File: src/rtl/noc_input_buffer_pkg.sv
// noc_input_buffer_pkg: shared link-buffer constants and credit FSM state encodings.
package noc_input_buffer_pkg;
    localparam int NOC_DATA_WIDTH  = 32;
    localparam int NOC_INBUF_DEPTH = 8;
    localparam logic [0:0] NOC_CR_INIT = 1'b0;
    localparam logic [0:0] NOC_CR_RUN  = 1'b1;
endpackage

File: src/rtl/noc_input_buffer_if.sv
// noc_input_buffer_if: link-side and consumer-side handshake bundle of the receive buffer.
interface noc_input_buffer_if
    import noc_input_buffer_pkg::*;
#(
    parameter int DATA_WIDTH = NOC_DATA_WIDTH
);
    logic [DATA_WIDTH-1:0] link_data;
    logic                  link_valid;
    logic                  link_ready;
    logic                  credit_out;
    logic [DATA_WIDTH-1:0] out_data;
    logic                  out_valid;
    logic                  out_ready;

    modport slave (
        input  link_data, link_valid, out_ready,
        output link_ready, credit_out, out_data, out_valid
    );
    modport master (
        output link_data, link_valid, out_ready,
        input  link_ready, credit_out, out_data, out_valid
    );
endinterface

File: src/rtl/noc_input_buffer_credit_gen.sv
// noc_credit_gen: issues DEPTH initial credits after reset, then one registered credit per pop.
module noc_credit_gen
    import noc_input_buffer_pkg::*;
#(
    parameter int DEPTH = NOC_INBUF_DEPTH
) (
    input  logic clk,
    input  logic rst_n,
    input  logic pop,
    output logic credit_out
);
    localparam int CNT_W = $clog2(DEPTH + 1);

    logic [0:0]       state;
    logic [CNT_W-1:0] init_cnt;
    logic [CNT_W-1:0] credit_pend;
    logic [CNT_W-1:0] pend_sum;
    logic             credit_next;

    // Pops seen during INIT are parked in credit_pend and drained once RUN starts.
    always_comb begin
        pend_sum    = credit_pend + CNT_W'(pop);
        credit_next = (state == NOC_CR_INIT) || (pend_sum != '0);
    end

    always_ff @(posedge clk or negedge rst_n) begin
        if (!rst_n) begin
            state       <= NOC_CR_INIT;
            init_cnt    <= '0;
            credit_pend <= '0;
            credit_out  <= 1'b0;
        end else begin
            credit_out <= credit_next;
            if (state == NOC_CR_INIT) begin
                init_cnt    <= init_cnt + 1'b1;
                credit_pend <= pend_sum;
                if (init_cnt == CNT_W'(DEPTH - 1))
                    state <= NOC_CR_RUN;
            end else begin
                credit_pend <= pend_sum - CNT_W'(credit_next);
            end
        end
    end
endmodule

File: src/rtl/noc_input_buffer.sv
// noc_input_buffer: credit-returning receive FIFO with FWFT output.
// Optional sticky overflow detection under macro NOC_INBUF_OVF_CHECK_EN.
module noc_input_buffer
    import noc_input_buffer_pkg::*;
#(
    parameter int DATA_WIDTH = NOC_DATA_WIDTH,
    parameter int DEPTH      = NOC_INBUF_DEPTH
) (
    input  logic                       clk,
    input  logic                       rst_n,
    noc_input_buffer_if.slave          bus,
    output logic [$clog2(DEPTH+1)-1:0] occupancy,
    output logic                       ovf_err
);
    localparam int PTR_W = $clog2(DEPTH);
    localparam int CNT_W = $clog2(DEPTH + 1);

    logic [DATA_WIDTH-1:0] mem [DEPTH];
    logic [PTR_W-1:0]      rd_ptr;
    logic [PTR_W-1:0]      wr_ptr;
    logic                  push;
    logic                  pop;

    assign bus.link_ready = occupancy != CNT_W'(DEPTH);
    assign bus.out_valid  = occupancy != '0;
    assign bus.out_data   = bus.out_valid ? mem[rd_ptr] : '0;
    assign push           = bus.link_valid & bus.link_ready;
    assign pop            = bus.out_valid & bus.out_ready;

    always_ff @(posedge clk or negedge rst_n) begin
        if (!rst_n) begin
            rd_ptr    <= '0;
            wr_ptr    <= '0;
            occupancy <= '0;
        end else begin
            if (push)
                wr_ptr <= wr_ptr + 1'b1;
            if (pop)
                rd_ptr <= rd_ptr + 1'b1;
            occupancy <= occupancy + CNT_W'(push) - CNT_W'(pop);
        end
    end

    always_ff @(posedge clk) begin
        if (push)
            mem[wr_ptr] <= bus.link_data;
    end

    noc_credit_gen #(.DEPTH(DEPTH)) u_credit_gen (
        .clk        (clk),
        .rst_n      (rst_n),
        .pop        (pop),
        .credit_out (bus.credit_out)
    );

`ifdef NOC_INBUF_OVF_CHECK_EN
    always_ff @(posedge clk or negedge rst_n) begin
        if (!rst_n)
            ovf_err <= 1'b0;
        else if (bus.link_valid && !bus.link_ready)
            ovf_err <= 1'b1;
    end
`ifndef SYNTHESIS
    always @(posedge clk) begin
        if (rst_n && bus.link_valid && !bus.link_ready)
            $error("noc_input_buffer: flit offered while full, dropped");
    end
`endif
`else
    assign ovf_err = 1'b0;
`endif
endmodule
File: src/flat_wrapper.sv
// flat-port wrapper written by rule: the top's interface ports become plain ports
module noc_input_buffer_flat import noc_input_buffer_pkg::*;
#(
    parameter int DATA_WIDTH = NOC_DATA_WIDTH,
    parameter int DEPTH      = NOC_INBUF_DEPTH
)
  (clk, rst_n, occupancy, ovf_err, bus_link_data, bus_link_valid, bus_out_ready, bus_link_ready, bus_credit_out, bus_out_data, bus_out_valid);
  noc_input_buffer_if #(.DATA_WIDTH(DATA_WIDTH)) bus_i ();
  input  logic clk;
  input  logic rst_n;
  output logic [$clog2(DEPTH+1)-1:0] occupancy;
  output logic ovf_err;
  input wire logic [$bits(bus_i.link_data)-1:0] bus_link_data;
  input wire logic [$bits(bus_i.link_valid)-1:0] bus_link_valid;
  input wire logic [$bits(bus_i.out_ready)-1:0] bus_out_ready;
  output wire logic [$bits(bus_i.link_ready)-1:0] bus_link_ready;
  output wire logic [$bits(bus_i.credit_out)-1:0] bus_credit_out;
  output wire logic [$bits(bus_i.out_data)-1:0] bus_out_data;
  output wire logic [$bits(bus_i.out_valid)-1:0] bus_out_valid;
  assign bus_i.link_data = bus_link_data;
  assign bus_i.link_valid = bus_link_valid;
  assign bus_i.out_ready = bus_out_ready;
  assign bus_link_ready = bus_i.link_ready;
  assign bus_credit_out = bus_i.credit_out;
  assign bus_out_data = bus_i.out_data;
  assign bus_out_valid = bus_i.out_valid;
  noc_input_buffer #(.DATA_WIDTH(DATA_WIDTH), .DEPTH(DEPTH)) u_core (.clk(clk), .rst_n(rst_n), .bus(bus_i), .occupancy(occupancy), .ovf_err(ovf_err));
endmodule
File: config.mk
export PLATFORM = sky130hd
export DESIGN_NAME = noc_input_buffer_flat
export DESIGN_NICKNAME = d
export VERILOG_FILES = /design/src/rtl/noc_input_buffer_pkg.sv /design/src/rtl/noc_input_buffer_if.sv /design/src/rtl/noc_input_buffer_credit_gen.sv /design/src/rtl/noc_input_buffer.sv /design/src/flat_wrapper.sv
export SDC_FILE = /design/constraint.sdc
export NUM_CORES = 1
export LEC_CHECK = 0
export BUFFER_PORTS_ARGS = -buffer_cell sky130_fd_sc_hd__buf_4
export CELL_PAD_IN_SITES_DETAIL_PLACEMENT = 1
export CELL_PAD_IN_SITES_GLOBAL_PLACEMENT = 1
export CORE_MARGIN = 4
export CORE_UTILIZATION = 53
export CTS_CLUSTER_SIZE = 20
export DETAILED_ROUTE_END_ITERATION = 16
export HOLD_SLACK_MARGIN = 0.03
export PLACE_DENSITY = 0.84
export RECOVER_POWER = 50
export REMOVE_ABC_BUFFERS = 1
export SLEW_MARGIN = 20
export SYNTH_ARGS = -nofsm -noshare
export SYNTH_HDL_FRONTEND = slang
export SYNTH_SLANG_ARGS = --single-unit
File: constraint.sdc
create_clock -name clk -period 5.1 [get_ports clk]
set_input_delay 0.51 -clock clk [delete_from_list [all_inputs] [get_ports clk]]
set_output_delay 0.51 -clock clk [all_outputs]
set_load 0.05 [all_outputs]
==> impl_metrics.csv, run 1 <==
group,metric,value,unit
global_route,first_global_vias,5615,
timing,final-setup-viol-count,0,
status,status,"finished, final reports clean",
worst_hold_path,hold_path_class,"in2reg",
detailed_routing,first_pass_iters,5,
detailed_routing,wl,22100,µm
timing,finalSetupTns,0,ns
yosys,synth_adder_area_share,1.71,%
detailed_routing,viasPerCell,5.88,
yosys,yosys.cell_types.count,30,
cts,cts_buffer_depth,3,
die,initial_core_util,54.4,%
cts,clk_pin_slew,0.06,ns
layout,regArea,8190,µm²
detailed_routing,drtAntennaViolNets,0,
worst_setup_path,cp.arrival,2.90,ns
layout,multi_input_area,2300,µm²
power,powerDensity,676,nW/µm²
place,dpl-instance-area,11500,µm²
layout,nFillCells,1654,
cts,insertion_delay,0.52,ns
yosys,ys_seq_area_share,76.8,%
power,p_total,0.00831,W
cts,ctsResizeCount,0,
die,die_height,150,µm
die,dieArea,22400,µm²
place,pre_cts_slack,2.10,ns
timing,max_freq,294,MHz
global_route,antenna_found_initial,2,
die,fp.coreArea,19600,µm²
layout,layout-drive-gt1-share,28.3,%
timing,setup_ws,1.69,ns
cts,cts_buffers,27,
layout,stdcell_area,12300,µm²
yosys,synthMuxAreaShare,13.8,%
timing,fin_crit_sh,66.8,%
layout,fin_nets,618,
power,leakage,4.13,nW
yosys,synth_xor_area_share,1.07,%
detailed_routing,vias,5007,
yosys,synth_compound_area_share,2.84,%
cts,clock_sink_count,276,
timing,rsz0062_at_grt,"false",
timing,slew_headroom,6.55,%
layout,syn2layout_area_growth,15.3,%
yosys,ys_ff_latch,276,
layout,num_antenna_cells,0,
global_route,grt_pass1_wl,34200,µm
cts,clockRootBuffer,"clkbuf_16",
place,port_buffers,74,
timing,hold_viol,0,
flow_run,drv_cap,0,
global_route,track_usage,20.5,%
worst_setup_path,critPathLaunchType,"register",
cts,h-tree-depth,1,
place,globalplace.congestion,0.789,
timing,clock_skew,0.00760,ns
worst_setup_path,worstPathMaxFanout,39,
global_route,grt_max_degree,40,
timing,maxSlewViolCount,0,
detailed_routing,drt_iter0_markers,395,
timing,min_period,3.41,ns
worst_setup_path,path_class,"reg2out",
power,ir_drop,0.000404,V
die,die_x,150,µm
yosys,syn_area_per_cell,22.2,µm²
die,ios,76,
cts,cts_tree,"built",
yosys,yosysWarnings,0,
worst_setup_path,worst_ep_required_time,4.59,ns
yosys,yosys.area_share.simple,1.55,%
die,rows,51,
detailed_routing,avgRoutedWirePerCell,26.0,µm
timing,worst_slew_pin_slew,1.40,ns
place,hpwl,13200,µm
yosys,synth_top_family_by_area,"multiplexers",
worst_setup_path,endpoint_kind,"primary output",
global_route,overflow,0,
detailed_routing,drc,0,
yosys,synth_area,10700,µm²
yosys,synthCells,479,
## area by class of cell
class	instances	area share, %
clock buffers	30	5.59
clock inverters	18	1.79
inverters	14	0.428
multi-input cells	163	18.7
flip-flops and latches	276	66.7
well taps	265	2.70
repair buffers	86	4.11
## power by group
part           internal [W]  switching (W)
clock               0.00122       0.000807
sequential          0.00287       0.000236
combinational       0.00118        0.00199
## state kept, by name (all words and copies together), names as in the netlist
signal                           count
u_core.occupancy                     4
u_core.u_credit_gen.state            1
u_core.mem                         256
u_core.u_credit_gen.credit_out       1
u_core.wr_ptr                        3
u_core.u_credit_gen.credit_pend      4
u_core.u_credit_gen.init_cnt         4
u_core.rd_ptr                        3
## final timing paths
kind,start,to,slack [ns],cells after the start
worst max-delay path,u_core.rd_ptr[1],bus_out_data[19],1.69,4
worst min-delay path,bus_link_valid,u_core.wr_ptr[2],0.28,3
worst max register to register,u_core.occupancy[2],u_core.u_credit_gen.credit_pend[3],1.93,14
worst min register to register,u_core.u_credit_gen.init_cnt[3],u_core.u_credit_gen.init_cnt[3],0.49,1
max in group asynchronous,rst_n,u_core.rd_ptr[0],3.59,2
min in group asynchronous,rst_n,u_core.occupancy[2],0.71,2
## cell usage after synthesis
| master | n | share of area (%) |
|---|---|---|
| edfxtp_1 | 256 | 72 |
| mux4_2 | 64 | 14 |
| a22o_1 | 32 | 2.6 |
| dfrtp_1 | 20 | 4.7 |
| inv_1 | 14 | 0.49 |
| ha_1 | 13 | 1.5 |
| xnor2_1 | 10 | 0.82 |
| nor2_1 | 8 | 0.28 |
| buf_2 | 7 | 0.33 |
| buf_6 | 7 | 0.74 |
| nand2_1 | 7 | 0.25 |
| buf_1 | 5 | 0.18 |
| buf_4 | 4 | 0.28 |
| nand3_1 | 4 | 0.19 |
| a21oi_1 | 3 | 0.14 |
| clkbuf_1 | 3 | 0.11 |
| xor2_1 | 3 | 0.25 |
| mux2_2 | 2 | 0.21 |
| nand2b_1 | 2 | 0.12 |
| nand3b_1 | 2 | 0.14 |
| nor3_1 | 2 | 0.094 |
| nor4_1 | 2 | 0.12 |
| or3b_1 | 2 | 0.16 |
| a21o_1 | 1 | 0.070 |
| and2_4 | 1 | 0.082 |
| conb_1 | 1 | 0.035 |
| fa_1 | 1 | 0.19 |
| mux2_1 | 1 | 0.11 |
| nand4_1 | 1 | 0.059 |
| nor2b_1 | 1 | 0.059 |
## placed cells by master, fill, tap and decap left out, types with 2 or more instances in the layout
cell / netlist / routed
clkinv_1: 0 / 3
bufinv_16: 0 / 5
nand3_1: 4 / 4
a21oi_1: 3 / 3
dfrtp_1: 20 / 18
clkinvlp_4: 0 / 2
buf_4: 4 / 47
clkbuf_1: 3 / 41
clkbuf_16: 0 / 27
mux2_2: 2 / 2
nand2b_1: 2 / 2
xor2_1: 3 / 3
mux4_2: 64 / 64
inv_1: 14 / 14
nand2_1: 7 / 7
nand3b_1: 2 / 2
nor3_2: 0 / 2
nor2_4: 0 / 5
a22o_1: 32 / 32
ha_1: 13 / 13
edfxtp_1: 256 / 256
xnor2_1: 10 / 10
clkinv_2: 0 / 7
or3b_1: 2 / 2
nor2_1: 8 / 3
nor4_1: 2 / 2
## logic make-up after synthesis
kind of cell	Yosys count
adders and majority gates	14
and+or+nand+nor	32
AOI/OAI and AO/OA	36
other	1
DFF	276
muxes	67
xor gates and xnor gates	13
buffers and inverters	40
## what timing repair did
item / CTS / global route
setup buffers: 0 / 0
setup endpoints to repair: 0 / 0
hold buffers: 1 / 0
endpoints found under the hold margin: 20 / 0
## metal layers
metal  routed length (µm)  vias up  GRT usage [%]  part of all wire [%]
met5                   27        -              0                  0.12
met4                  305        4           3.89                   1.4
met3                 1390       32           4.09                   6.3
met2                11500      153           35.0                    52
met1                 8880     2665           28.2                    40
li1                     -     2153              -                     -
## per-stage QoR
stage | utilization (%) | std cells | hold WS [ns]
floorplan | - | 453 | 0.214
global placement | 58.8 | 803 | 0.398
detailed placement | 58.8 | 803 | 0.406
CTS | 63.5 | 852 | 0.202
global route | 62.7 | 852 | 0.295
finish | 62.7 | 852 | 0.285
## worst max-delay path, stage by stage (launching register included)
cell	delay (ns)
dfrtp_2	1.01
buf_4	0.52
mux4_2	0.37
a22o_1	0.26
buf_4	0.20
(Power assumes the default switching activity.)
==> inputs of run 2 (changes only) <==
--- a/config.mk
+++ b/config.mk
@@ -9,11 +9,11 @@
 export CELL_PAD_IN_SITES_DETAIL_PLACEMENT = 1
 export CELL_PAD_IN_SITES_GLOBAL_PLACEMENT = 1
 export CORE_MARGIN = 4
-export CORE_UTILIZATION = 53
+export CORE_UTILIZATION = 48
 export CTS_CLUSTER_SIZE = 20
 export DETAILED_ROUTE_END_ITERATION = 16
 export HOLD_SLACK_MARGIN = 0.03
-export PLACE_DENSITY = 0.84
+export PLACE_DENSITY = 0.81
 export RECOVER_POWER = 50
 export REMOVE_ABC_BUFFERS = 1
 export SLEW_MARGIN = 20
==> constraint.sdc (replaced) <==
create_clock -name clk -period 2.8 [get_ports clk]
set_input_delay 0.28 -clock clk [delete_from_list [all_inputs] [get_ports clk]]
set_output_delay 0.28 -clock clk [all_outputs]
set_load 0.05 [all_outputs]
==> run 2 against run 1 <==
  * Cell count grew 8.9%
  * Sequential share of layout area is 4.3 points lower
  * Clock-buffer cell count increased by 8
  * Flip-flop and latch count is the same
  * Power up 91%
  * Sequential power grew 79%
  * Routed wire length rose by 6.8%
  * Clock power grew 81%
  * Core utilization is 2.5 points lower
  * Worst setup slack lost 1.7 ns
  * Clock skew grew 0.0027 ns
  * Critical path depth increased by 9
==> impl_metrics.csv, run 2 (synthesis gave the netlist of run 1 again) <==
group,metric,value,unit
status,status,"finished, final reports clean",
timing,max_freq,363,MHz
detailed_routing,first_pass_iters,5,
timing,clock_skew,0.0103,ns
layout,regArea,8190,µm²
cts,clockRootBuffer,"clkbuf_16",
layout,final_core_util,60.2,%
layout,layout_common_cells,"edfxtp_1 (256), mux4_2 (64), buf_4 (61)",
global_route,overflow,0,
layout,stdcell_count,928,
global_route,grt_max_degree,41,
timing,finalSetupTns,0,ns
die,rows,54,
cts,insertion_delay,0.53,ns
power,p_total,0.0159,W
worst_setup_path,cp.arrival,3.16,ns
die,die_height,157,µm
cts,clock_sink_count,276,
die,dieArea,24700,µm²
detailed_routing,vias,5196,
worst_setup_path,worstPathCellList,"inv_2 > ha_1 > or3b_4 > nand2_2 > inv_2 > ha_4 > ha_4 > xor2_4 > nor4_2 > nand2_1 > ha_2 > ha_4 > a21oi_2",
worst_setup_path,r2r-end,"u_core.u_credit_gen.credit_pend[1]",
power,swShare,36.2,%
detailed_routing,viasPerCell,5.60,
timing,worst_slew_pin_slew,1.12,ns
timing,final-setup-viol-count,0,
timing,slew_headroom,25.6,%
timing,min_period,2.76,ns
place,globalplace.congestion,0.739,
layout,nFillCells,1832,
worst_setup_path,worstPathMaxFanout,3,
layout,fin_nets,677,
power,leakage,4.47,nW
die,fp.coreArea,21800,µm²
cts,cts_buffers,28,
worst_setup_path,endpoint_kind,"register",
power,powerDensity,1210,nW/µm²
timing,hold_viol,0,
worst_setup_path,cpPeakStageDelay,0.39,ns
worst_hold_path,hold_path_class,"in2reg",
layout,layout_commonest_cell,"edfxtp_1",
worst_setup_path,rr_worst_depth,13,
detailed_routing,drtAntennaViolNets,0,
layout,regMostFlops,"u_core.mem",
cts,cts_buffer_depth,3,
layout,syn2layout_area_growth,23.2,%
detailed_routing,avgRoutedWirePerCell,25.5,µm
global_route,antenna_found_initial,1,
power,comb_power_share,41.8,%
global_route,grt_pass1_wl,35700,µm
power,p_clk_share,23.1,%
die,die_x,157,µm
detailed_routing,wl,23600,µm
place,port_buffers,74,
layout,multi_input_area,2410,µm²
cts,h-tree-depth,1,
timing,fin_crit_sh,98.5,%
timing,maxSlewViolCount,0,
die,ios,76,
worst_hold_path,holdPathEnd,"u_core.rd_ptr[2]",
place,dp.cells,831,
global_route,first_global_vias,5938,
layout,largest_reg_flops,256,
flow_run,drv_cap,0,
worst_setup_path,path_class,"reg2reg",
worst_setup_path,timing.critical_path.mode_cell,"ha_4",
power,ir_drop,0.000666,V
place,hpwl,13700,µm
cts,clk_pin_slew,0.06,ns
die,initial_core_util,48.8,%
power,p_seq_share,35.1,%
detailed_routing,drc,0,
worst_setup_path,worst_ep_required_time,3.20,ns
worst_setup_path,critPathLaunchType,"register",
layout,layout-drive-gt1-share,31.8,%
worst_setup_path,rr_startpoint,"u_core.occupancy[2]",
worst_hold_path,hold_start,"bus_out_ready",
worst_setup_path,cp_slowest_cell,"dfrtp_1",
power,power.internal,0.0102,W
power,p_sw,0.00575,W
worst_hold_path,whs_path_depth,3,
cts,cts_tree,"built",
worst_setup_path,ff2ff_setup_slack,0.04,ns
global_route,track_usage,19.4,%
detailed_routing,drt_iter0_markers,374,
-- run 2: changes by cell type in the layout (fill, tap and decap cells not counted), sizes merged --
cell | previous run | this run
and2 | 1 | 2
buf | 47 | 76
bufinv | 5 | 3
clkbuf | 68 | 71
clkinv | 10 | 7
clkinvlp | 2 | 1
diode | 0 | 1
dlygate4sd3 | 1 | 33
nor2b | 1 | 2
-- run 2: per-layer routing --
metal	routed length [µm]	GRT usage [%]	part of all wire (%)	vias up
met3	1270	3.35	5.4	30
met4	438	4.71	1.9	0
met5	0	0	0	-
li1	-	-	-	2275
met2	12600	34.8	53	153
met1	9290	25.1	39	2738
-- run 2: critical path: cells and delay by family, from the launching register on --
family,cells,cell delay (ns)
fa+ha+maj,5,0.97
simple gates,4,0.91
flops,1,0.39
xor+xnor,1,0.19
buf+inv,2,0.12
compound gates,1,0.05
-- run 2: worst max path at each step --
stage / start / to / slack [ns] / depth (start not counted)
6_report: u_core.occupancy[2] / u_core.u_credit_gen.credit_pend[1] / 0.04 / 13
4_1_cts: u_core.occupancy[2] / bus_out_data[14] / 0.04 / 7
5_1_grt: u_core.occupancy[3] / u_core.u_credit_gen.credit_pend[1] / -0.03 / 13
2_1_floorplan: u_core.occupancy[2] / u_core.mem[0][0] / -1.59 / 5
3_5_place_dp: u_core.occupancy[2] / u_core.u_credit_gen.credit_pend[1] / -0.08 / 12
3_3_place_gp: u_core.occupancy[2] / u_core.u_credit_gen.credit_pend[1] / 0.14 / 12
-- run 2: cell type report --
class                   count  share of cell area [%]
well taps                 280                    2.67
repair buffers            142                    9.23
clock inverters            12                    1.02
inverters                  14                   0.400
clock buffers              38                    5.93
flip-flops and latches    276                    62.4
multi-input cells         165                    18.4
diodes                      1                  0.0191
-- run 2: stage by stage --
step                hold WS, ns  instance area [µm²]  setup slack [ns]
floorplan               -0.0156                10500             -1.59
global placement          0.169                11800             0.140
detailed placement        0.177                11800           -0.0759
CTS                      0.0412                13200            0.0357
global route             0.0644                13100           -0.0289
finish                   0.0750                13100            0.0424
-- run 2: repair_timing --
| item | in CTS | in global routing |
|---|---|---|
| gates cloned | 2 | 0 |
| endpoints found under the setup margin | 35 | 28 |
| setup buffers | 7 | 4 |
| hold buffers | 33 | 0 |
| hold endpoints to repair | 276 | 0 |
| pin swaps | 0 | 3 |
| resized for setup | 5 | 12 |
-- run 2: power groups by stage --
stage          logic, W  clock network, W  registers (W)
6_report        0.00665           0.00367        0.00558
5_1_grt         0.00703           0.00396        0.00563
4_1_cts         0.00662           0.00375        0.00557
3_5_place_dp    0.00622                 0        0.00569
3_3_place_gp    0.00605                 0        0.00560
2_1_floorplan   0.00392                 0        0.00592
==> inputs of run 3 (changes only) <==
--- a/config.mk
+++ b/config.mk
@@ -13,7 +13,7 @@
 export CTS_CLUSTER_SIZE = 20
 export DETAILED_ROUTE_END_ITERATION = 16
 export HOLD_SLACK_MARGIN = 0.03
-export PLACE_DENSITY = 0.81
+export PLACE_DENSITY = 0.86
 export RECOVER_POWER = 50
 export REMOVE_ABC_BUFFERS = 1
 export SLEW_MARGIN = 20
==> run 3 against run 2 <==
  * Non-clock buffer count is 11 lower
  * Maximum frequency is 0.68% lower
  * First-iteration DRC count is 9.1% lower
  * Worst setup slack worse by 0.019 ns
  * Power is 2.4% lower
  * Core utilization is 0.84 points lower
  * Critical endpoint is now bus_out_data[17]
  * Largest power group unchanged
==> impl_metrics.csv, run 3 (synthesis gave the netlist of run 1 again) <==
group,metric,value,unit
layout,nFillCells,1821,
cts,cts_tree,"built",
die,fp.coreArea,21800,µm²
worst_setup_path,cp_num_buf_inv,4,
worst_hold_path,hold_path_class,"in2reg",
worst_setup_path,crit_cells,8,
detailed_routing,drt_iter0_markers,340,
worst_setup_path,worstPathMaxFanout,32,
layout,syn2layout_area_growth,21.5,%
global_route,grt_max_degree,33,
flow_run,drv_cap,0,
global_route,track_usage,19.0,%
cts,insertion_delay,0.52,ns
timing,min_period,2.78,ns
worst_setup_path,cp_top_family,"buffers and inverters",
detailed_routing,drtAntennaViolNets,0,
worst_setup_path,rr_worst_depth,13,
timing,whs,0.0701,ns
layout,layout_common_cells,"edfxtp_1 (256), mux4_2 (64), buf_4 (53)",
layout,layout-drive-gt1-share,30.8,%
timing,hold_viol,0,
global_route,first_global_vias,5931,
power,ir_drop,0.000884,V
layout,largest_reg_flops,256,
status,status,"finished, final reports clean",
cts,cts_buffers,28,
layout,regArea,8200,µm²
cts,clk_pin_slew,0.06,ns
place,globalplace.congestion,0.801,
die,rows,54,
power,p_total,0.0155,W
die,die_x,157,µm
global_route,grt_pass1_wl,34800,µm
worst_setup_path,cp.arrival,2.50,ns
detailed_routing,avgRoutedWirePerCell,25.3,µm
detailed_routing,wl,23100,µm
layout,num_antenna_cells,0,
die,ios,76,
layout,multi_input_area,2420,µm²
global_route,antenna_found_initial,0,
worst_hold_path,whs_path_depth,3,
die,initial_core_util,48.8,%
worst_setup_path,worstPathCellList,"inv_2 > ha_1 > or3b_4 > buf_4 > nor2b_4 > buf_12 > a22o_1 > buf_4",
detailed_routing,first_pass_iters,5,
layout,layout_commonest_cell,"edfxtp_1",
cts,clockRootBuffer,"clkbuf_16",
global_route,overflow,0,
cts,cts_buffer_depth,3,
timing,max_freq,360,MHz
timing,maxSlewViolCount,0,
die,dieArea,24700,µm²
cts,h-tree-depth,1,
worst_setup_path,timing.critical_path.mode_cell,"buf_4",
worst_setup_path,cpPeakStageDelay,0.39,ns
layout,regMostFlops,"u_core.mem",
power,leakage,4.38,nW
worst_setup_path,path_class,"reg2out",
cts,clock_sink_count,276,
power,powerDensity,1200,nW/µm²
worst_setup_path,critPathLaunchType,"register",
timing,fin_crit_sh,99.2,%
worst_setup_path,worst_ep_required_time,2.52,ns
place,port_buffers,74,
detailed_routing,vias,5181,
layout,fin_nets,665,
die,die_height,157,µm
place,hpwl,13400,µm
timing,clock_skew,0.00867,ns
timing,final-setup-viol-count,0,
detailed_routing,drc,0,
timing,slew_headroom,27.3,%
timing,worst_slew_pin_slew,1.09,ns
detailed_routing,viasPerCell,5.66,
worst_setup_path,cp_slowest_cell,"dfrtp_1",
worst_setup_path,endpoint_kind,"primary output",
[run 3: worst reg2reg max path, stage by stage, from the launching register on]
cell     delay, ns
dfrtp_1       0.39
inv_2         0.08
ha_1          0.13
or3b_4        0.38
nand2_2       0.08
inv_2         0.05
ha_4          0.16
ha_4          0.17
xor2_4        0.20
nor4_2        0.29
nand2_1       0.11
ha_2          0.23
ha_4          0.27
a21oi_2       0.05
[run 3: path summary, 6_finish.rpt]
path | startpoint | to | slack [ns]
max reg2reg | u_core.occupancy[2] | u_core.u_credit_gen.credit_pend[1] | 0.06
min reg2reg | u_core.u_credit_gen.init_cnt[3] | u_core.u_credit_gen.init_cnt[3] | 0.48
min in group asynchronous | rst_n | u_core.rd_ptr[0] | 0.48
min | bus_out_ready | u_core.rd_ptr[2] | 0.07
max in group asynchronous | rst_n | u_core.rd_ptr[1] | 1.54
max | u_core.occupancy[2] | bus_out_data[17] | 0.02
[run 3: stage by stage]
step                      area [µm²]  util, %  instances  worst slack, ns  TNS [ns]
after global placement         11700     53.7        825            0.148         0
after CTS                      12900     59.3        909          -0.0467    -0.256
after global routing           13000     59.3        916          -0.0317    -0.248
after floorplan                10500        -        453            -1.59   -278.13
after detailed placement       11700     53.7        825          -0.0300   -0.0324
final                          13000     59.3        916           0.0235         0
[run 3: repair_timing]
item / in CTS / in global routing
hold buffers: 33 / 0
hold endpoints to repair: 276 / 0
buffers inserted: 0 / 6
resized for setup: 3 / 17
setup endpoints to repair: 15 / 35
pin swaps: 0 / 5
cloned: 0 / 1
[run 3: routing by layer]
metal  global-route usage [%]  wire length, µm  share of wire (%)
met5                        0                0                  0
met4                     3.32              262                1.1
met3                     2.58              958                4.1
met2                     36.1            13000                 56
met1                     23.5             8920                 39
[run 3: power by group]
part           leakage [nW]  internal, W  switching (W)
logic                  1.41      0.00260        0.00389
registers              2.55      0.00523       0.000377
clock network         0.420      0.00199        0.00143
[run 3: area by class of cell]
type	count	share of cell area (%)
inverters	14	0.406
clock inverters	13	0.686
clock buffers	38	5.86
well taps	280	2.71
repair buffers	131	8.37
multi-input cells	164	18.7
flip-flops and latches	276	63.3
